### config.mk
export PLATFORM = sky130hd
export DESIGN_NAME = mips_dbg_responder
export DESIGN_NICKNAME = d
export VERILOG_FILES = /design/src/rtl/mips_dbg_pkg.sv /design/src/rtl/mips_dbg_responder.sv
export SDC_FILE = /design/constraint.sdc
export NUM_CORES = 1
export LEC_CHECK = 0
export ABC_AREA = 1
export CELL_PAD_IN_SITES_DETAIL_PLACEMENT = 1
export CELL_PAD_IN_SITES_GLOBAL_PLACEMENT = 2
export CORE_MARGIN = 1
export CORE_UTILIZATION = 23
export DETAILED_ROUTE_END_ITERATION = 16
export HOLD_SLACK_MARGIN = 0.05
export PLACE_DENSITY_LB_ADDON = 0.1
export SYNTH_ARGS = -nofsm -noshare
export SYNTH_HDL_FRONTEND = slang
export SYNTH_SLANG_ARGS = --single-unit
### constraint.sdc
create_clock -name clk1 -period 1.5 [get_ports clk1]
set_input_delay 0.15 -clock clk1 [delete_from_list [all_inputs] [get_ports clk1]]
set_output_delay 0.15 -clock clk1 [all_outputs]
set_load 0.005 [all_outputs]
### src/rtl/mips_dbg_pkg.sv
// Shared encodings for the MIPS debug responder: host opcodes and FSM states.
package mips_dbg_pkg;

  typedef enum logic [1:0] {
    OP_MEM_WR   = 2'b00,
    OP_REG_RD   = 2'b01,
    OP_RUN      = 2'b10,
    OP_HALT_REQ = 2'b11
  } op_e;

  typedef enum logic [2:0] {
    S_IDLE     = 3'd0,
    S_MEMWR    = 3'd1,
    S_REGRD    = 3'd2,
    S_RUN      = 3'd3,
    S_HALTWAIT = 3'd4,
    S_RESP     = 3'd5
  } state_e;

  // Width of the halt-wait cycle counter.
  localparam int CNT_W = 8;

  // Work state entered when a command with this opcode is accepted.
  function automatic state_e op_to_state(input op_e op);
    case (op)
      OP_MEM_WR: return S_MEMWR;
      OP_REG_RD: return S_REGRD;
      OP_RUN:    return S_RUN;
      default:   return S_HALTWAIT;
    endcase
  endfunction

endpackage

### src/rtl/mips_dbg_responder.sv
// Host debug command responder for a MIPS core: writes program memory, reads
// the register file, starts the core at a PC and requests a halt. Each command
// produces exactly one response held until the host consumes it.
module mips_dbg_responder
  import mips_dbg_pkg::*;
#(
  parameter int ADDR_W  = 10,
  parameter int TIMEOUT = 255
) (
  input  logic              clk1,
  input  logic              rst_n,
  input  logic              cmd_valid,
  output logic              cmd_ready,
  input  logic [1:0]        cmd_op,
  input  logic [ADDR_W-1:0] cmd_addr,
  input  logic [31:0]       cmd_data,
  output logic              rsp_valid,
  input  logic              rsp_ready,
  output logic [31:0]       rsp_data,
  output logic              rsp_err,
  output logic              mem_we,
  output logic [ADDR_W-1:0] mem_addr,
  output logic [31:0]       mem_wdata,
  output logic [4:0]        reg_raddr,
  input  logic [31:0]       reg_rdata,
  output logic              core_hold,
  input  logic              core_halted,
  output logic              core_pc_load,
  output logic [31:0]       core_pc
);

  localparam logic [CNT_W-1:0] TO_LAST = CNT_W'(TIMEOUT - 1);

  state_e            state, state_n;
  logic [ADDR_W-1:0] addr_r;
  logic [31:0]       data_r;
  logic              ok_r;      // command legal in the core state seen at accept
  logic              hold_r;
  logic [CNT_W-1:0]  cnt;
  logic [31:0]       rsp_data_r;
  logic              rsp_err_r;

  op_e op;
  assign op = op_e'(cmd_op);

  // State register.
  // NOTE: sequential state uses non-blocking assignments so every flop samples
  // pre-edge values regardless of statement order.
  always_ff @(posedge clk1 or negedge rst_n) begin
    if (!rst_n) state <= S_IDLE;
    else        state <= state_n;
  end

  // Next-state logic.
  // NOTE: state_n is defaulted first so no path through the case infers a latch.
  always_comb begin
    state_n = state;
    case (state)
      S_IDLE:     if (cmd_valid) state_n = op_to_state(op);
      S_MEMWR,
      S_REGRD,
      S_RUN:      state_n = S_RESP;
      S_HALTWAIT: if (core_halted || cnt == TO_LAST) state_n = S_RESP;
      S_RESP:     if (rsp_ready) state_n = S_IDLE;
      default:    state_n = S_IDLE;
    endcase
  end

  // Command latch, core-hold control, halt-wait counter and response capture.
  always_ff @(posedge clk1 or negedge rst_n) begin
    if (!rst_n) begin
      addr_r     <= '0;
      data_r     <= '0;
      ok_r       <= 1'b0;
      hold_r     <= 1'b1;
      cnt        <= '0;
      rsp_data_r <= '0;
      rsp_err_r  <= 1'b0;
    end else begin
      case (state)
        S_IDLE: if (cmd_valid) begin
          addr_r     <= cmd_addr;
          data_r     <= cmd_data;
          cnt        <= '0;
          rsp_data_r <= '0;
          rsp_err_r  <= 1'b0;
          case (op)
            OP_MEM_WR: ok_r <= hold_r;
            OP_REG_RD: ok_r <= ((cmd_addr >> 5) == '0);
            OP_RUN: begin
              ok_r <= hold_r;
              if (hold_r) hold_r <= 1'b0;
            end
            default: begin
              ok_r   <= 1'b1;
              hold_r <= 1'b1;
            end
          endcase
        end
        S_MEMWR, S_RUN: rsp_err_r <= !ok_r;
        S_REGRD: begin
          rsp_data_r <= ok_r ? reg_rdata : 32'd0;
          rsp_err_r  <= !ok_r;
        end
        S_HALTWAIT: if (!core_halted) begin
          if (cnt == TO_LAST) rsp_err_r <= 1'b1;
          else                cnt       <= cnt + 1'b1;
        end
        default: ;
      endcase
    end
  end

  // Outputs decoded from state and the latched command; strobes only exist
  // for the single work cycle of a legal command.
  assign cmd_ready    = rst_n && (state == S_IDLE);
  assign rsp_valid    = (state == S_RESP);
  assign rsp_data     = rsp_data_r;
  assign rsp_err      = rsp_err_r;
  assign mem_we       = (state == S_MEMWR) && ok_r;
  assign mem_addr     = addr_r;
  assign mem_wdata    = data_r;
  assign reg_raddr    = addr_r[4:0];
  assign core_pc_load = (state == S_RUN) && ok_r;
  assign core_pc      = data_r;
  assign core_hold    = hold_r;

endmodule

# Yosys cells after proc, flatten, opt, wreduce, memory -nomap -nowiden
# Index checks and enable logic that the tools add are counted.
# op_classes
add_sub_neg	1
n_eq_ne	14
mux	18
bitwise	1
n_reduce_logical	20
# op_table
op	count
$mux 32	2
$pmux 32 s2	1
$mux 8	3
$pmux 8 s2	1
$pmux 3 s4	1
$logic_not 10->1	1
$ne 2x2->1 const B	5
$mux 3	3
$pmux 3 s3	1
$add 8x1->8 const B	1
$eq 8x8->1 const B	1
$reduce_and 4->1	2
$eq 3x2->1 const B	2
$eq 3x3->1 const B	2
$reduce_and 3->1	2
$pmux 1 s2	2
$reduce_and 2->1	2
$reduce_bool 2->1	2
$reduce_or 2->1	2
$eq 3x1->1 const B	1
$logic_and 1x1->1	3
$logic_not 3->1	1
$mux 1	3
$pmux 1 s3	1
9 further kinds	9
# word_totals
ff_bits	88
in_bits	81
out_inout_bits	117
elab_cells	62

# Logic depth before layout (Yosys ltp)
# logic_depth
ltp_word	4
mapped_depth	10
mapped_depth_nobuf	10

# Worst setup path after synthesis
# Ideal clock, no wire load.
# synth_path
kind	flip-flop to flip-flop
from	register state[1]
to	register cnt[6]
setup_ns	0.116
arrival_ns	1.248
t_required_ns	1.384
setup_slack_ns	0.136
path_stages_with_launch	9
n_path_buf	0
synth_period_minus_slack_ns	1.364
cell_sequence	dfrtp_1 nor2_4 nand2_1 inv_1 nand2_1 nand2_1 nand2_1 nand2_1 nand2_1
# synth_via
elab_chain_len	3
elab_cells_between_ends	8
classes_between	eq/ne (4); mux (1); reduce/logical (3)
# synth_rtl
element	line	rtl
start: declaration	mips_dbg_responder.sv:34	state_e state, state_n;
start signal: assignment	mips_dbg_responder.sv:51	else state <= state_n;
$eq 3x3->1 or $logic_not 3->1 (tied branches)	mips_dbg_responder.sv:80	case (state)
$ne 2x2->1 (no line) or $reduce_bool 2->1 (tied branches)	--	
$reduce_and 4->1 (no line)	--	
end signal: assignment	mips_dbg_responder.sv:107	else cnt <= cnt + 1'b1;
end: declaration	mips_dbg_responder.sv:39	logic [CNT_W-1:0] cnt;
# Parallel ways exist; a longest one is shown, timed or not.
# A chain may end at the register's enable or synchronous reset.

# Worst setup path after layout
# layout_path
from	register state[2]
to	output mem_we
# layout_via
elab_chain_len	2
# layout_rtl
element	line	rtl
$eq 3x1->1	mips_dbg_responder.sv:120	assign mem_we = (state == S_MEMWR) && ok_r;
$logic_and 1x1->1	mips_dbg_responder.sv:120	
end: declaration	mips_dbg_responder.sv:21	output logic mem_we,
# No other way between the ends.

==> qor.csv <==
stage,metric,value,unit
place,PortBufs,197,
place,placed instance count,900,
final_layout,layout cells sized above 1,15.6,%
power,Max VDD drop,0.000738,V
setup_path,crit end category,primary output,
power,Int Power,8.56,mW
die,DIE WIDTH,138,microns
logic_synthesis,Mean Syn Cell Area,8.54,sq um
final_layout,diode count,0,
clock_tree,Clock Latency Late Sink,0.35,ns
detailed_routing,detailed-route via count,3853,
final_layout,Fillers,2078,
detailed_routing,iteration count of the initial detailed-routing pass,4,
setup_path,CP Launch Type,register,
sta,worst hold margin,0.343,ns
clock_tree,clock sinks,88,
sta,final period utilization,98.7,%
detailed_routing,drt drc,0,
clock_tree,H-tree levels,3,
clock_tree,clk buf depth,2,
detailed_routing,vias per cell,4.17,
sta,post-route minimum period,1.48,ns
hold_path,Worst Hold Class,input pin to register,
final_layout,multi-input logic area,1510,sq um
detailed_routing,Starting DRT DRC Count,84,
global_route,largest net degree at the start of global routing,89,
die,Die Ht,138,microns
logic_synthesis,syn nets,583,
sta,# setup viols final,0,
sta,skew final,0.0111,ns
clock_tree,CTS Buf Count,9,
place,DPL Wire Length,9440,microns
power,LEAKAGE,3.18,nW
place,global placer's final weighted congestion,0.750,
logic_synthesis,Ys Warns,0,
setup_path,Required @ worst endpoint,1.35,ns
logic_synthesis,synthesized cell area,4230,sq um
die,Initial Utilization,23.5,%
final_layout,Layout Cells excl Fill,923,
status,status,completed,
final_layout,NumNets Final,777,
detailed_routing,DR WL/cell,14.4,microns
power,Clk pwr share,17.9,%
global_route,gr usage total,13.9,%
logic_synthesis,#FFs+latches synth,88,
sta,setup TNS,0,ns
run,Max Cap Violations,0,
setup_path,"critical path fanouts, max",5,
sta,Slew Limit Fails,0,
power,Switching Fraction,33.5,%
sta,RSZ-0062 raised after global routing,true,
sta,max_slew headroom,66.8,%
final_layout,Storage cell area,2210,sq um
power,total power draw,12.9,mW
setup_path,Worst EP arrival,1.33,ns
global_route,grt ovf,0,
setup_path,kind of critical path,register to primary output,
detailed_routing,WL final,13300,microns
die,FP Rows,49,
power,P per Cell Area,1870,nW/um^2
sta,final hold violations,0,
clock_tree,CTS tree,yes,
global_route,initial antenna violation count,0,
sta,Slew @ Worst Pin,0.499,ns
die,core area,18000,sq um
power,sequential power share,31.7,%
clock_tree,Clock Pin Slew Worst Setup and Hold Paths,0.06,ns
global_route,vias in the first global route,3930,
final_layout,"Area growth, synth to finish",63.2,%
detailed_routing,final antenna-violating net count,0,
clock_tree,root buf cell,clkbuf_16,
logic_synthesis,post-synthesis sequential area ratio,52.1,%
logic_synthesis,post-synth cell types,30,
die,# IOs,198,
sta,highest clock rate,675,MHz
power,Logic pwr share,50.4,%
die,die area,18900,sq um
power,net load switching power,4.32,mW
logic_synthesis,Mapped Cells,495,
final_layout,Final Core Density,38.4,%
global_route,global-route wire length before repair,20100,microns
==> per-stage QoR <==
| stage | cell area [sq um] | setup slack [ns] |
|---|---|---|
| 6_report | 6900 | 0.0191 |
| 5_1_grt | 6900 | -0.0847 |
| 4_1_cts | 6780 | -0.0256 |
| 3_5_place_dp | 6430 | -0.134 |
| 3_3_place_gp | 6430 | -0.0937 |
| 2_1_floorplan | 4230 | 0.136 |
==> cells in the mapped netlist <==
library cell | instances | share of area (%)
a21oi_1 | 2 | 0.24
a31oi_1 | 1 | 0.15
buf_2 | 6 | 0.71
buf_4 | 37 | 6.6
buf_6 | 3 | 0.80
clkbuf_1 | 9 | 0.80
dfrtp_1 | 87 | 51
dfstp_2 | 1 | 0.62
ha_1 | 7 | 2.1
inv_1 | 53 | 4.7
inv_2 | 1 | 0.089
nand2_1 | 176 | 16
nand2_2 | 1 | 0.15
nand3_1 | 42 | 5.0
nand3b_1 | 1 | 0.18
nand4_1 | 2 | 0.30
nor2_1 | 14 | 1.2
nor2_2 | 1 | 0.15
nor2_4 | 1 | 0.27
nor3_1 | 2 | 0.24
nor3_2 | 1 | 0.24
nor4_1 | 2 | 0.30
o211ai_1 | 1 | 0.18
o21ai_0 | 8 | 0.95
o21ai_1 | 3 | 0.35
o21ai_2 | 27 | 5.6
o21bai_1 | 2 | 0.35
or2_2 | 2 | 0.30
or2_4 | 1 | 0.21
xnor2_1 | 1 | 0.21
==> layout by cell type, fill, tap and decap left out, drive strengths merged <==
| master | n |
|---|---|
| clkdlybuf4s50 | 191 |
| nand2 | 177 |
| dfrtp | 87 |
| inv | 54 |
| nand3 | 42 |
| buf | 39 |
| o21ai | 38 |
| nor2 | 16 |
| clkbuf | 15 |
| ha | 7 |
| or2 | 3 |
| clkdlybuf4s15 | 3 |
| nor3 | 3 |
| nand4 | 2 |
| o21bai | 2 |
| clkinvlp | 2 |
| nor4 | 2 |
| a21oi | 2 |
| a31oi | 1 |
| nand3b | 1 |
| xnor2 | 1 |
| o211ai | 1 |
| clkinv | 1 |
| bufinv | 1 |
| dfstp | 1 |
| dlygate4sd3 | 1 |
| dlygate4sd2 | 1 |
==> cell type report <==
type / count / share of cell area, %
Timing Repair Buffer: 238 / 34.8
Sequential cell: 88 / 32.0
Multi-Input combinational cell: 298 / 21.8
Tap cell: 229 / 4.15
Clock buffer: 12 / 3.57
Inverter: 54 / 2.94
Clock inverter: 4 / 0.779
==> what timing repair did <==
item,CTS,global route
setup buffers,2,1
hold buffers,1,0
hold endpoints to repair,87,0
gates resized for setup,21,18
gates cloned,0,3
setup endpoints to repair,40,90
pin swaps,2,3
==> final timing paths <==
kind                             startpoint          end  slack [ns]  depth (start not counted)
worst max-delay path               state[2]       mem_we        0.02                          2
worst min-delay path            cmd_data[4]   core_pc[4]        0.34                          3
worst max register to register     state[0]  rsp_data[9]        0.04                          7
worst min register to register      rsp_err      rsp_err        0.48                          2
max in group asynchronous             rst_n     state[1]        0.66                          3
min in group asynchronous             rst_n   core_pc[1]        0.44                          3
==> metal layers <==
layer,vias to the layer above,wire (microns),global-route usage (%)
li1,1890,-,-
met4,0,185,5.86
met1,1830,6000,17.6
met2,123,6280,22.6
met5,-,0,0
met3,10,822,2.98
==> power by group through the flow <==
| stage | logic [mW] | clock network (mW) | registers, mW |
|---|---|---|---|
| after global routing | 7.17 | 2.50 | 4.24 |
| after CTS | 6.35 | 2.41 | 4.11 |
| after detailed placement | 6.23 | 0 | 4.13 |
| after global placement | 6.17 | 0 | 4.08 |
| after floorplan | 2.65 | 0 | 4.12 |
| final | 6.49 | 2.31 | 4.08 |
==> logic make-up (layout without fill, tap and decap cells) <==
logic type                 count (synthesis)  after routing  synth area share (%)
AOI/OAI and AO/OA                         44             44                  7.81
DFF                                       88             88                  52.1
and+or+nand+nor                          246            246                  24.1
buffers and inverters                    109            308                  13.7
adders and majority gates                  7              7                  2.07
xor gates and xnor gates                   1              1                 0.207
==> flip-flops by register name (all words and copies together) (netlist names) <==
signal     cells
cnt            8
rsp_err        1
state          3
ok_r           1
rsp_data      32
core_hold      1
mem_addr      10
core_pc       32
==> critical path, stage by stage, from the launching register on <==
cell,delay [ns]
dfrtp_2,0.44
nor4_1,0.29
clkdlybuf4s15_2,0.27
Power figures use the tool's default switching activity.
